File: config.mk
export PLATFORM = sky130hd
export DESIGN_NAME = cdc_fifo_drain_arbiter
export DESIGN_NICKNAME = d
export VERILOG_FILES = /design/src/rtl/cdc_arb_pkg.sv /design/src/rtl/cdc_fifo_drain_arbiter_out_buf.sv /design/src/rtl/cdc_fifo_drain_arbiter.sv
export SDC_FILE = /design/constraint.sdc
export NUM_CORES = 1
export LEC_CHECK = 0
export CORE_UTILIZATION = 44
export CTS_BUF_LIST = sky130_fd_sc_hd__clkbuf_8 sky130_fd_sc_hd__clkbuf_16
export DETAILED_ROUTE_END_ITERATION = 16
export GPL_TIMING_DRIVEN = 0
export PLACE_DENSITY = 0.81
export SYNTH_ARGS = -nofsm -noshare
export SYNTH_HDL_FRONTEND = slang
export SYNTH_SLANG_ARGS = --single-unit
File: constraint.sdc
create_clock -name dst_clk -period 7.3 [get_ports dst_clk]
set_input_delay 0.73 -clock dst_clk [delete_from_list [all_inputs] [get_ports dst_clk]]
set_output_delay 0.73 -clock dst_clk [all_outputs]
set_load 0.02 [all_outputs]
File: src/rtl/cdc_arb_pkg.sv
// Shared constants and types for the FIFO drain arbiter: output buffer depth,
// source-index width helper and the drain-buffer entry layout.
package cdc_arb_pkg;

    localparam int OUT_BUF_DEPTH  = 2;
    localparam int OCC_W          = $clog2(OUT_BUF_DEPTH + 1);
    localparam int DEF_DATA_WIDTH = 32;
    localparam int DEF_NUM_SRC    = 4;

    function automatic int src_id_width(input int num_src);
        return (num_src > 1) ? $clog2(num_src) : 1;
    endfunction

    // Layout for the default configuration; the top passes its own sized variant.
    typedef struct packed {
        logic [DEF_DATA_WIDTH-1:0]    data;
        logic [$clog2(DEF_NUM_SRC)-1:0] src_id;
    } drain_entry_t;

endpackage

File: src/rtl/cdc_fifo_drain_arbiter_out_buf.sv
// Two-entry valid/ready skid buffer; its occupancy feeds the arbiter's credit check.
module drain_out_buf
    import cdc_arb_pkg::*;
#(
    parameter type entry_t = drain_entry_t
) (
    input  logic             dst_clk,
    input  logic             dst_rst_n,
    input  logic             push,
    input  entry_t           push_entry,
    output logic             out_valid,
    input  logic             out_ready,
    output entry_t           out_entry,
    output logic [OCC_W-1:0] count
);

    localparam int PTR_W = $clog2(OUT_BUF_DEPTH);

    entry_t           mem_reg [OUT_BUF_DEPTH];
    logic [PTR_W-1:0] wr_ptr_reg;
    logic [PTR_W-1:0] rd_ptr_reg;
    logic [OCC_W-1:0] count_reg;
    logic             pop;

    function automatic logic [PTR_W-1:0] ptr_inc(input logic [PTR_W-1:0] p);
        return (p == PTR_W'(OUT_BUF_DEPTH - 1)) ? '0 : p + 1'b1;
    endfunction

    assign out_valid = (count_reg != '0);
    assign pop       = out_valid & out_ready;
    assign out_entry = mem_reg[rd_ptr_reg];
    assign count     = count_reg;

    always_ff @(posedge dst_clk or negedge dst_rst_n) begin
        if (!dst_rst_n) begin
            for (int i = 0; i < OUT_BUF_DEPTH; i++) begin
                mem_reg[i] <= '0;
            end
            wr_ptr_reg <= '0;
            rd_ptr_reg <= '0;
            count_reg  <= '0;
        end else begin
            if (push) begin
                mem_reg[wr_ptr_reg] <= push_entry;
                wr_ptr_reg          <= ptr_inc(wr_ptr_reg);
            end
            if (pop) begin
                rd_ptr_reg <= ptr_inc(rd_ptr_reg);
            end
            count_reg <= count_reg + OCC_W'(push) - OCC_W'(pop);
        end
    end

endmodule

File: src/rtl/cdc_fifo_drain_arbiter.sv
// Round-robin drain of several async FIFO read ports into one tagged valid/ready
// stream, with bounded bursts and credit-based hiding of the FIFO read latency.
module cdc_fifo_drain_arbiter
    import cdc_arb_pkg::*;
#(
    parameter int NUM_SRC    = 4,
    parameter int DATA_WIDTH = 32,
    parameter int MAX_BURST  = 4
) (
    input  logic                               dst_clk,
    input  logic                               dst_rst_n,
    input  logic                               enable,
    input  logic [NUM_SRC-1:0]                 fifo_empty,
    output logic [NUM_SRC-1:0]                 fifo_rd_en,
    input  logic [NUM_SRC*DATA_WIDTH-1:0]      fifo_rd_data,
    output logic                               out_valid,
    input  logic                               out_ready,
    output logic [DATA_WIDTH-1:0]              out_data,
    output logic [src_id_width(NUM_SRC)-1:0]   out_src_id,
    output logic                               idle
);

    localparam int SRC_W   = src_id_width(NUM_SRC);
    localparam int BURST_W = $clog2(MAX_BURST + 1);

    typedef struct packed {
        logic [DATA_WIDTH-1:0] data;
        logic [SRC_W-1:0]      src_id;
    } entry_t;

    logic [DATA_WIDTH-1:0] rd_word [NUM_SRC];
    logic [SRC_W-1:0]      rr_ptr_reg;
    logic [SRC_W-1:0]      cur_reg;
    logic [BURST_W-1:0]    burst_cnt_reg;
    logic                  inflight_reg;
    logic [SRC_W-1:0]      inflight_src_reg;

    logic [OCC_W-1:0]      occ;
    logic                  buf_valid;
    entry_t                buf_entry;
    entry_t                push_entry;
    logic                  hs;
    logic [OCC_W:0]        committed;
    logic                  credit_ok;
    logic                  keep;
    logic                  found;
    logic [SRC_W-1:0]      winner;
    logic                  pop_en;
    logic [SRC_W-1:0]      pop_src;

    generate
        for (genvar gi = 0; gi < NUM_SRC; gi++) begin : g_src
            assign rd_word[gi]    = fifo_rd_data[gi*DATA_WIDTH +: DATA_WIDTH];
            assign fifo_rd_en[gi] = pop_en && (pop_src == SRC_W'(gi));
        end
    endgenerate

    // Slots already spoken for once this cycle's output handshake retires a word.
    assign hs        = buf_valid & out_ready;
    assign committed = {1'b0, occ} + {{OCC_W{1'b0}}, inflight_reg} - {{OCC_W{1'b0}}, hs};
    assign credit_ok = committed < (OCC_W + 1)'(OUT_BUF_DEPTH);

    assign keep = (burst_cnt_reg != '0) && !fifo_empty[cur_reg]
                  && (burst_cnt_reg < BURST_W'(MAX_BURST));

    // Descending scan so the candidate closest to rr_ptr is the last to win.
    always_comb begin
        winner = rr_ptr_reg;
        found  = 1'b0;
        for (int i = NUM_SRC - 1; i >= 0; i--) begin
            if (!fifo_empty[(int'(rr_ptr_reg) + i) % NUM_SRC]) begin
                winner = SRC_W'((int'(rr_ptr_reg) + i) % NUM_SRC);
                found  = 1'b1;
            end
        end
    end

    assign pop_en  = dst_rst_n && enable && credit_ok && (keep || found);
    assign pop_src = keep ? cur_reg : winner;

    always_ff @(posedge dst_clk or negedge dst_rst_n) begin
        if (!dst_rst_n) begin
            rr_ptr_reg       <= '0;
            cur_reg          <= '0;
            burst_cnt_reg    <= '0;
            inflight_reg     <= 1'b0;
            inflight_src_reg <= '0;
        end else begin
            inflight_reg     <= pop_en;
            inflight_src_reg <= pop_src;
            if (pop_en) begin
                if (keep) begin
                    burst_cnt_reg <= burst_cnt_reg + 1'b1;
                end else begin
                    cur_reg       <= winner;
                    burst_cnt_reg <= BURST_W'(1);
                    rr_ptr_reg    <= (winner == SRC_W'(NUM_SRC - 1)) ? '0 : winner + 1'b1;
                end
            end else if (!enable || !keep) begin
                burst_cnt_reg <= '0;
            end
        end
    end

    assign push_entry.data   = rd_word[inflight_src_reg];
    assign push_entry.src_id = inflight_src_reg;

    drain_out_buf #(
        .entry_t (entry_t)
    ) u_out_buf (
        .dst_clk    (dst_clk),
        .dst_rst_n  (dst_rst_n),
        .push       (inflight_reg),
        .push_entry (push_entry),
        .out_valid  (buf_valid),
        .out_ready  (out_ready),
        .out_entry  (buf_entry),
        .count      (occ)
    );

    assign out_valid  = buf_valid;
    assign out_data   = buf_entry.data;
    assign out_src_id = buf_entry.src_id;
    assign idle       = !inflight_reg && (occ == '0);

endmodule
* After elaboration in Yosys (flattened, before gate mapping)
Index checks and enable logic that the tools add are counted.
** Word-level totals
- Register bits :: 82
- Output and inout port bits :: 40
- Word-level logic and storage cells :: 109
** Operators by class
- Add/sub/neg operators :: 11
- $lt $le $gt $ge :: 11
- Equal/unequal tests :: 4
- Multiplexer cells :: 37
- Bitwise gates (word level) :: 8
- Reductions and logical operators :: 26
** Operators with widths (count)
- two-way mux 34 bit :: 4
- bitwise mux 68 bit :: 1
- binary-select mux 32 bit (select 2 bit) :: 1
- two-way mux 32 bit :: 2
- demux 34 bit (select 1 bit) :: 1
- two-way mux 1 bit :: 14
- less-than comparator 3 x 4 -> 1 bit, second input constant :: 3
- two-way mux 2 bit :: 6
- logical AND 1 bit :: 11
- binary-select mux 1 bit (select 2 bit) :: 5
- two-way mux 3 bit :: 3
- == test 2 bit, second input constant :: 3
- less-than comparator 2 x 3 -> 1 bit, second input constant :: 2
- OR reduction 2 bit :: 3
- adder 2 x 1 -> 2 bit, second input constant :: 2
- adder 2 bit, second input constant :: 2
- greater-or-equal comparator 2 bit, second input constant :: 2
- logical NOT 1 bit :: 4
- logical NOT 2 bit :: 2
- NOT 1 -> 2 bit :: 2
- nonzero test 2 bit :: 2
- adder 2 x 1 -> 3 bit :: 1
- adder 3 x 1 -> 3 bit, second input constant :: 1
- AND 1 bit, first input constant :: 3
- 15 further kinds :: 17

* Longest topological paths before layout
Gate-level depths: netlist of the first run.
- Depth in word-level cells :: 13
- Gate-level depth with buffers :: 12
- Gate-level depth less buffers :: 12

* Modules after synthesis
Synthesis of the first run repeated with hierarchy kept, for this count alone.
** Second synthesis, totals
- Cell total of the unflattened synthesis :: 312
- Area total of the unflattened synthesis :: 4749.6 um^2
** Modules (own cells, without submodules)
- drain_out_buf :: times used 1, cells each 197, area an instance 3284.4 um^2, sequential area each 1801.7 um^2
- cdc_fifo_drain_arbiter :: times used 1, cells each 115, area an instance 1465.2 um^2, sequential area each 250.2 um^2

* Worst setup path before layout of the first run
No wires, ideal clock.
- Path kind :: input to output
- Start :: input out_ready
- End :: output fifo_rd_en[1]
- Data arrival time :: 2.697 ns
- Required time :: 6.570 ns
- Setup slack :: 3.873 ns
- Stages :: 9
- Path buffers :: 0
- Path through :: and2_1 > ha_1 > inv_1 > ha_1 > fa_1 > xnor2_1 > nor4_4 > nand2b_1 > a21oi_1
** On the way
- Longest elaborated chain between the ends :: 6
** Ends and longest elaborated chain
- start, declared :: RTL line cdc_fifo_drain_arbiter.sv:17 : input logic out_ready,
- AND 1 bit :: RTL line cdc_fifo_drain_arbiter.sv:59 : assign hs = buf_valid & out_ready;
- subtractor 3 x 1 -> 3 bit :: RTL line cdc_fifo_drain_arbiter.sv:60 : assign committed = {1'b0, occ} + {{OCC_W{1'b0}}, inflight_reg} - {{OCC_W{1'b0}}, hs};
- less-than comparator 3 x 2 -> 1 bit :: RTL line cdc_fifo_drain_arbiter.sv:61 : assign credit_ok = committed < (OCC_W + 1)'(OUT_BUF_DEPTH);
- logical AND 1 bit (2 in a row) :: RTL line cdc_fifo_drain_arbiter.sv:78 : assign pop_en = dst_rst_n && enable && credit_ok && (keep || found);
- named net pop_en :: RTL line cdc_fifo_drain_arbiter.sv:48 : logic pop_en;
- logical AND 1 bit :: RTL line cdc_fifo_drain_arbiter.sv:54 : assign fifo_rd_en[gi] = pop_en && (pop_src == SRC_W'(gi));
- end, declared :: RTL line cdc_fifo_drain_arbiter.sv:14 : output logic [NUM_SRC-1:0] fifo_rd_en,
The timed path passes the listed nets, and every way through them passes these cells.

* Worst setup path in the final report of the first run
- Start :: input out_ready
- End :: output fifo_rd_en[0]
** On the way
- Longest elaborated chain between the ends :: 6
** Ends and longest elaborated chain
- AND 1 bit :: RTL line cdc_fifo_drain_arbiter.sv:59
- named net hs :: RTL line cdc_fifo_drain_arbiter.sv:42 : logic hs;
- subtractor 3 x 1 -> 3 bit :: RTL line cdc_fifo_drain_arbiter.sv:60
- less-than comparator 3 x 2 -> 1 bit :: RTL line cdc_fifo_drain_arbiter.sv:61
- logical AND 1 bit (2 in a row) :: RTL line cdc_fifo_drain_arbiter.sv:78
- named net pop_en :: RTL line cdc_fifo_drain_arbiter.sv:48
- logical AND 1 bit :: RTL line cdc_fifo_drain_arbiter.sv:54
The timed path passes the listed nets, and every way through them passes these cells.

==> results.txt, run 1 <==
The run finished with clean final reports. Based on the critical path, the design can be clocked at up to 0.226 GHz. Dividing the detail-routed via count by the number of cells gives 5.28.

By area the synthesized netlist is led by dfrtp_1 45%, mux2_2 26%, mux4_2 16%. Element type at the critical path end: an output port. Setup repair after global routing left no endpoint under its margin.

TritonCTS built the clock tree. The run gives 6690 sq um as the post-layout instance area. The share of total power in the clock network is 0.135. Detailed placement finished with a half-perimeter wire length of 8.67 mm. After synthesis, the netlist uses 39 different library cells. For the maximum level of the CTS H-tree, the log shows 3.

The reg-to-reg critical path startpoint is u_out_buf.count[1]. The worst setup path is of the input port to output port kind. The net switching fraction of the power is 0.353.

For the aggregate routed wire length, the log shows 11.1 mm. Critical path launch point type: an input port. Setup violations remaining at the end of the flow were counted as 0. The count of max-cap constraint violations is 0.

The number of routed nets with antenna violations is 0, and the internal power is 1.74 mW. The run gives 3.70 ns as the data arrival at the endpoint of the critical path. The number of nets in the final layout was 638; the layout cell share with drive strength beyond 1 was 0.329.

Entering global routing, the biggest net connects 64 pins. The total standard cell area after synthesis is 4530 sq um. After clock tree synthesis, the clock-pin slew on the worst setup and hold paths is 0.08 ns.

The die is 103 um wide. The critical path goes through clkdlybuf4s50_1, and2_1, ha_1, inv_1, ha_1, fa_1, xnor2_1, nor4_4, nand2b_1, and3b_1, clkdlybuf4s50_1. At the later pin of the worst-skew pair, clock insertion delay measures 0.34 ns. For the yosys synthesis warning count, the log shows 0. The most used flip-flop cell after synthesis was dfrtp_1. Before antenna repair, the detailed router went through 4 iterations. The count of buffers added on input and output ports is 175. Among all stages on the critical path, the largest delay is contributed by clkdlybuf4s50_1. Summed over all layers, the global routing overflow is 0.

The initial core utilization came out at 0.459. In this run the cell area measured after placement is 6470 sq um. The tools report the register area share after synthesis as 0.453. The final route contains 3348 vias. The cell at the root of the clock tree is clkbuf_8. The number of buffers and inverters on the critical path is 3.

In this run the power spent charging and discharging nets is 0.949 mW. The global-route total usage across every layer is 0.217. The tools report the first element of the critical path as out_ready. Between clock sinks in the finished design, the worst skew comes to 0.0102 ns. The number of global-route vias before repair came out at 3434. For the worst endpoint required time, the log shows 6.57 ns.

The logs give 0 for the number of antenna violations at the first check in global routing and 9 for the CTS buffer count. The ratio of final minimum period to clock period works out to 0.607. The floorplan step defined a core boundary enclosing 9860 sq um. The die is 103 um tall. The die covers 10700 sq um. Counting every net in the synthesized netlist gives 451. For the final weighted congestion of routability-driven global placement, the log shows 0.818. The number of antenna diodes in the final layout is 0. The gate count of the mapped netlist is 310, and the fill cell total of the finished layout is 696. The DRC violation total after the first TritonRoute iteration is 58, and the clock period minus worst slack is 4.43 ns. The area growth from synthesis to layout is 47.7%.

The final standard cell utilization of the core is 0.679, and the number of hold-repair buffers added at the cts stage is 0. The worst min-delay path category was input port to async pin. The remaining max-slew budget at the tightest pin is 0.559, and the routed wirelength normalized by instance count is 17.5 um. The leakage power was 2.69 nW; the async set or reset register ratio after synthesis was 1.00.

The synthesized area per cell is 14.6 sq um. The tree built by TritonCTS fans out to 82 sinks. The top-area cell type share of the netlist area is 0.453, and the count of pins over their slew limit is 0.

Power spread over the standard cell area amounts to 401 nW/um^2. The first global-routing pass estimated 17.1 mm of wire. The total of flip-flops plus latches after synthesis works out to 82.

The number of remaining DRC errors is 0, and the number of placed I/O pins is 176. The longest clock path from root to sink contains 2 buffers. The tools report the total count of hold-check failures in the final report as 0. The row count is 36. The largest total area in the synthesized netlist belongs to dfrtp_1. Of all nets on the critical path, the largest fanout is 5.

Across all hold checks on the routed design, the worst slack comes to 0.262 ns. In the final layout, flip-flops and latches occupy 2050 sq um. The combinational fraction of design power is 0.571.

Counting flops with a built-in enable in the synthesized netlist gives 0. In the final layout, the multi-input gates occupy 2370 sq um. For the pin with the worst max-slew slack, the measured transition is 0.662 ns. Adding up every negative setup slack in the final design gives 0 ns. IR analysis of the VDD net gives a maximum drop of 0.193 mV.

The delay of the slowest cell on the worst path came out at 0.59 ns. The logs give 0.294 for the share of total power in sequential cells and 0 for the number of instances resized during post-cts repair. The register with the most flip-flops in the layout has 68 of them. The kind of cell with the highest combined delay along the critical path is buffers and inverters. Buffer count from post-CTS setup fixing: 0.
cell families after synthesis:
group,share of synthesized area
adder cells (fa/ha/maj),0.0155
flip-flops,0.453
multiplexers,0.418
buffers and inverters,0.0243
AND/OR/NAND/NOR,0.0433
XOR/XNOR,0.00773
AO/OA/AOI/OAI,0.0381
metal layers:
metal / vias up / share of wire / track usage
met3: 20 / 0.048 / 0.0296
met2: 99 / 0.53 / 0.379
met4: 0 / 0.024 / 0.0953
li1: 1540 / - / -
met1: 1689 / 0.40 / 0.270
met5: - / 0 / 0
final cells by class:
cell class / instances / area share
clock inverters: 4 / 0.0101
multi-input cells: 201 / 0.354
plain buffers: 19 / 0.0120
flip-flops and latches: 82 / 0.307
inverters: 8 / 0.00449
clock buffers: 11 / 0.0226
repair buffers: 176 / 0.265
well taps: 133 / 0.0249
through the flow:
stage / power, mW / setup slack [ns] / instances
global placement: 2.29 / 0.849 / 618
detailed placement: 2.35 / 2.83 / 619
global route: 2.86 / 2.66 / 634
CTS: 2.72 / 2.84 / 634
floorplan: 1.79 / 3.87 / 310
finish: 2.69 / 2.87 / 634
worst paths after layout:
path,end,slack [ns],cells after the start
worst min register to register,u_out_buf.mem_reg[4],0.50,1
min in group dst_clk,u_out_buf.mem_reg[4],0.50,1
max in group asynchronous,u_out_buf.mem_reg[28],6.42,2
worst max register to register,rr_ptr_reg[0],4.44,12
worst min-delay path,u_out_buf.mem_reg[4],0.26,1
worst max-delay path,fifo_rd_en[0],2.87,11
cells in the mapped netlist, types with 2 or more instances:
| cell type | n |
|---|---|
| nand2_1 | 10 |
| and3b_1 | 2 |
| inv_1 | 8 |
| nor2_1 | 7 |
| o21ai_0 | 3 |
| a21oi_1 | 6 |
| nand2b_1 | 2 |
| nor2b_1 | 2 |
| clkbuf_1 | 9 |
| o21a_1 | 4 |
| ha_1 | 4 |
| buf_1 | 3 |
| buf_2 | 7 |
| mux4_2 | 32 |
| or2_2 | 2 |
| xor2_1 | 3 |
| dfrtp_1 | 82 |
| mux2_2 | 103 |
power by group through the flow:
stage,registers [mW],clock network [mW],logic [mW]
after global routing,0.818,0.387,1.65
after detailed placement,0.800,0,1.55
after floorplan,0.760,0,1.03
after global placement,0.778,0,1.51
after CTS,0.790,0.368,1.56
final,0.791,0.362,1.53
cell usage in the layout, fill, tap and decap left out, types with 6 or more instances in the layout:
cell and count:
clkdlybuf4s50_1 174, mux2_2 103, dfrtp_1 82, mux4_2 32
clkbuf_8 11, inv_1 10, nand2_1 10, clkbuf_1 9
nor2_1 7, buf_2 7, a21oi_1 6
worst register-to-register path: stages, from the launching register on:
cell	delay, ns
dfrtp_1	0.40
inv_1	0.11
nand2_1	0.10
and2_1	0.20
ha_1	0.27
inv_1	0.04
ha_1	0.18
fa_1	0.38
xnor2_1	0.19
nor4_4	0.38
o21a_1	0.28
nand2_1	0.09
o21a_1	0.14
Power figures use the tool's default switching activity.
==> run 2, diff against run 1 <==
==> constraint.sdc (replaced) <==
create_clock -name dst_clk -period 4.1 [get_ports dst_clk]
set_input_delay 0.41 -clock dst_clk [delete_from_list [all_inputs] [get_ports dst_clk]]
set_output_delay 0.41 -clock dst_clk [all_outputs]
set_load 0.02 [all_outputs]
==> run 2 against run 1 <==
  * Count of clock-buffer cells in the layout is the same
  * Total power grew 78%
  * Core utilization grew 0.18 points
  * Sequential share of layout area shrank 0.080 points
  * Routed wire length grew 0.58%
  * Largest power group unchanged
==> results.txt, run 2 (same netlist as run 1, synthesis figures left out) <==
Number of flip-flops under the largest register name: 68 (unchanged). Most common cell after layout, fill and taps aside: clkdlybuf4s50_1. STA classifies the critical path endpoint as an output port. The total count of hold-check failures in the final report is 0 (unchanged). The logs give 3.43 ns (-0.27 ns) for the data arrival at the endpoint of the critical path and 3 (unchanged) for the maximum level of the CTS H-tree.

The row count came out at 36 (unchanged). The worst hold path belongs to the class input port to async pin. The clock period minus worst slack came out at 3.84 ns. The number of placed I/O pins was 176 (unchanged).

The number of nets in the final layout came out at 639 (+0.16%). Compared with the post-synthesis result, the final layout area differs by 48.1%. For the remaining max-slew budget at the tightest pin, the log shows 0.558 (about the same). The DRC violation total after the first TritonRoute iteration came out at 63 (+8.6%). Actual transition at the worst max-transition pin: 0.662 ns (+0.000323 ns).

Aggregate routed wire length: 11.2 mm (+0.58%). Number of buffers added on ports: 175 (unchanged). The initial core utilization is 0.459 (unchanged), and the clock-pin transition on the worst setup and hold timing paths is 0.08 ns (about the same). The layout cell share with drive strength beyond 1 is 0.329 (-0.000656), and the number of global-route vias before repair is 3439 (+0.15%). CTS placed an instance of clkbuf_8 at the clock tree root. The antenna diode instance count is 0 (unchanged), and the clock network latency to the later pin of the worst-skew pair is 0.35 ns (about the same).

For the leakage power, the log shows 2.75 nW (+2.2%). The run gives 0 ns (unchanged) as the aggregate negative setup slack. The count of max-cap constraint violations was 0 (unchanged). The flow ran to the end, and the final reports show no timing, DRC or antenna violations. The tools report the via count as 3354 (+0.18%).

The routed via count divided by cell count is 5.28 (about the same), and the standard cell core area is 9860 sq um (unchanged). The number of detailed-route iterations in the first pass is 4 (unchanged). The critical path launch point type was a flip-flop. In the layout the commonest cells are 171 x clkdlybuf4s50_1, 103 x mux2_2, 82 x dfrtp_1, 32 x mux4_2, 11 x clkbuf_8. The power per standard cell area is 712 nW/um^2 (+77%), and the worst ir drop on vdd is 0.337 mV (+75%). The run gives 6470 sq um (unchanged) as the post-place instance area. The post-route clock skew was 0.0103 ns (+0.0000704 ns). The CTS buffer count is 9 (unchanged). The logs give 0 (unchanged) for the buffer count from post-CTS setup fixing and 696 (unchanged) for the fill cell total of the finished layout.

The post-DP HPWL came out at 8.67 mm (unchanged). The y dimension of the die works out to 103 um (unchanged). Setup repair after global routing left no endpoint under its margin. The run gives 619 (unchanged) as the number of placed instances with taps included. The tools report the largest net degree at the start of global routing as 64 (unchanged). The global-route wire length before repair is 17.2 mm (+0.25%). The number of setup violations in the final report came out at 0 (unchanged).

TritonCTS built the clock tree. Routed wirelength normalized by instance count: 17.6 um (+0.42%). The run gives 0 (unchanged) as the number of remaining DRC errors. The number of routed nets with antenna violations was 0 (unchanged). The tools report the die footprint as 10700 sq um (unchanged). The logs give 6710 sq um (+0.26%) for the post-layout instance area and 0 (unchanged) for the count of pins over their slew limit.

The tools report the number of antenna violations at the first check in global routing as 0 (unchanged). The largest buffer count on any clock path is 2 (unchanged). The worst endpoint required time was 3.69 ns (-2.88 ns). For the clock sink count, the log shows 82 (unchanged). The global-route total usage across every layer is 0.218 (+0.000584), and the ratio of final minimum period to clock period is 0.936. Top achievable clock speed: 0.261 GHz. The number of cells in the finished layout apart from fillers was 635 (+0.16%); the final weighted congestion of routability-driven global placement was 0.818 (unchanged).

The critical path is of the flip-flop to output port type. Aggregate global routing overflow: 0 (unchanged). The largest fanout on the critical path is 5 (unchanged).

The width of the die came out at 103 um (unchanged).
run 2: area by class of cell:
cell class	instances	area (sq um)	area share
plain buffers	19	80.1	0.0119
clock buffers	11	151	0.0226
clock inverters	4	67.6	0.0101
inverters	8	30.0	0.00447
multi-input cells	201	2370	0.353
flip-flops and latches	82	2050	0.306
well taps	133	166	0.0248
repair buffers	177	1790	0.267
run 2: final timing paths:
kind,from,endpoint,slack (ns),cells after the start
worst min-delay path,dst_rst_n,u_out_buf.mem_reg[4],0.50,2
worst min register to register,u_out_buf.mem_reg[4],u_out_buf.mem_reg[4],0.50,1
min in group dst_clk,u_out_buf.mem_reg[4],u_out_buf.mem_reg[4],0.50,1
worst max register to register,u_out_buf.count[1],rr_ptr_reg[0],1.27,11
max in group asynchronous,dst_rst_n,u_out_buf.mem_reg[28],2.98,3
worst max-delay path,u_out_buf.count[1],fifo_rd_en[3],0.26,11
run 2: power breakdown:
group	internal [mW]	total (mW)	switching [mW]
sequential	1.20	1.41	0.205
clock	0.369	0.643	0.274
combinational	1.52	2.73	1.21
run 2: through the flow:
step	power [mW]	setup WS, ns	util	hold slack, ns
global placement	4.08	-1.71	0.654	0.478
CTS	4.84	0.0864	0.680	0.488
finish	4.78	0.263	0.680	0.503
detailed placement	4.19	0.271	0.656	0.318
global route	5.08	0.0302	0.680	0.517
floorplan	3.18	1.01	-	0.114
run 2: worst max-delay path: stages, from the launching register on:
cell	delay [ns]
dfrtp_1	0.40
inv_1	0.11
nand2_1	0.10
and2_1	0.20
ha_1	0.27
inv_1	0.04
ha_1	0.18
fa_1	0.51
nor4_4	0.40
nand2_1	0.13
a21oi_1	0.12
clkdlybuf4s50_1	0.62
run 2: layer usage:
metal	GRT usage	vias up	wire length [um]
li1	-	1541	-
met1	0.270	1690	4420
met2	0.381	104	5940
met3	0.0296	19	550
met4	0.0953	0	275
met5	0	-	0
run 2: timing repair:
action	4_1_cts	5_1_grt
hold buffers	1	0
hold endpoints to repair	20	0
setup endpoints to repair	0	4
gates resized for setup	0	3
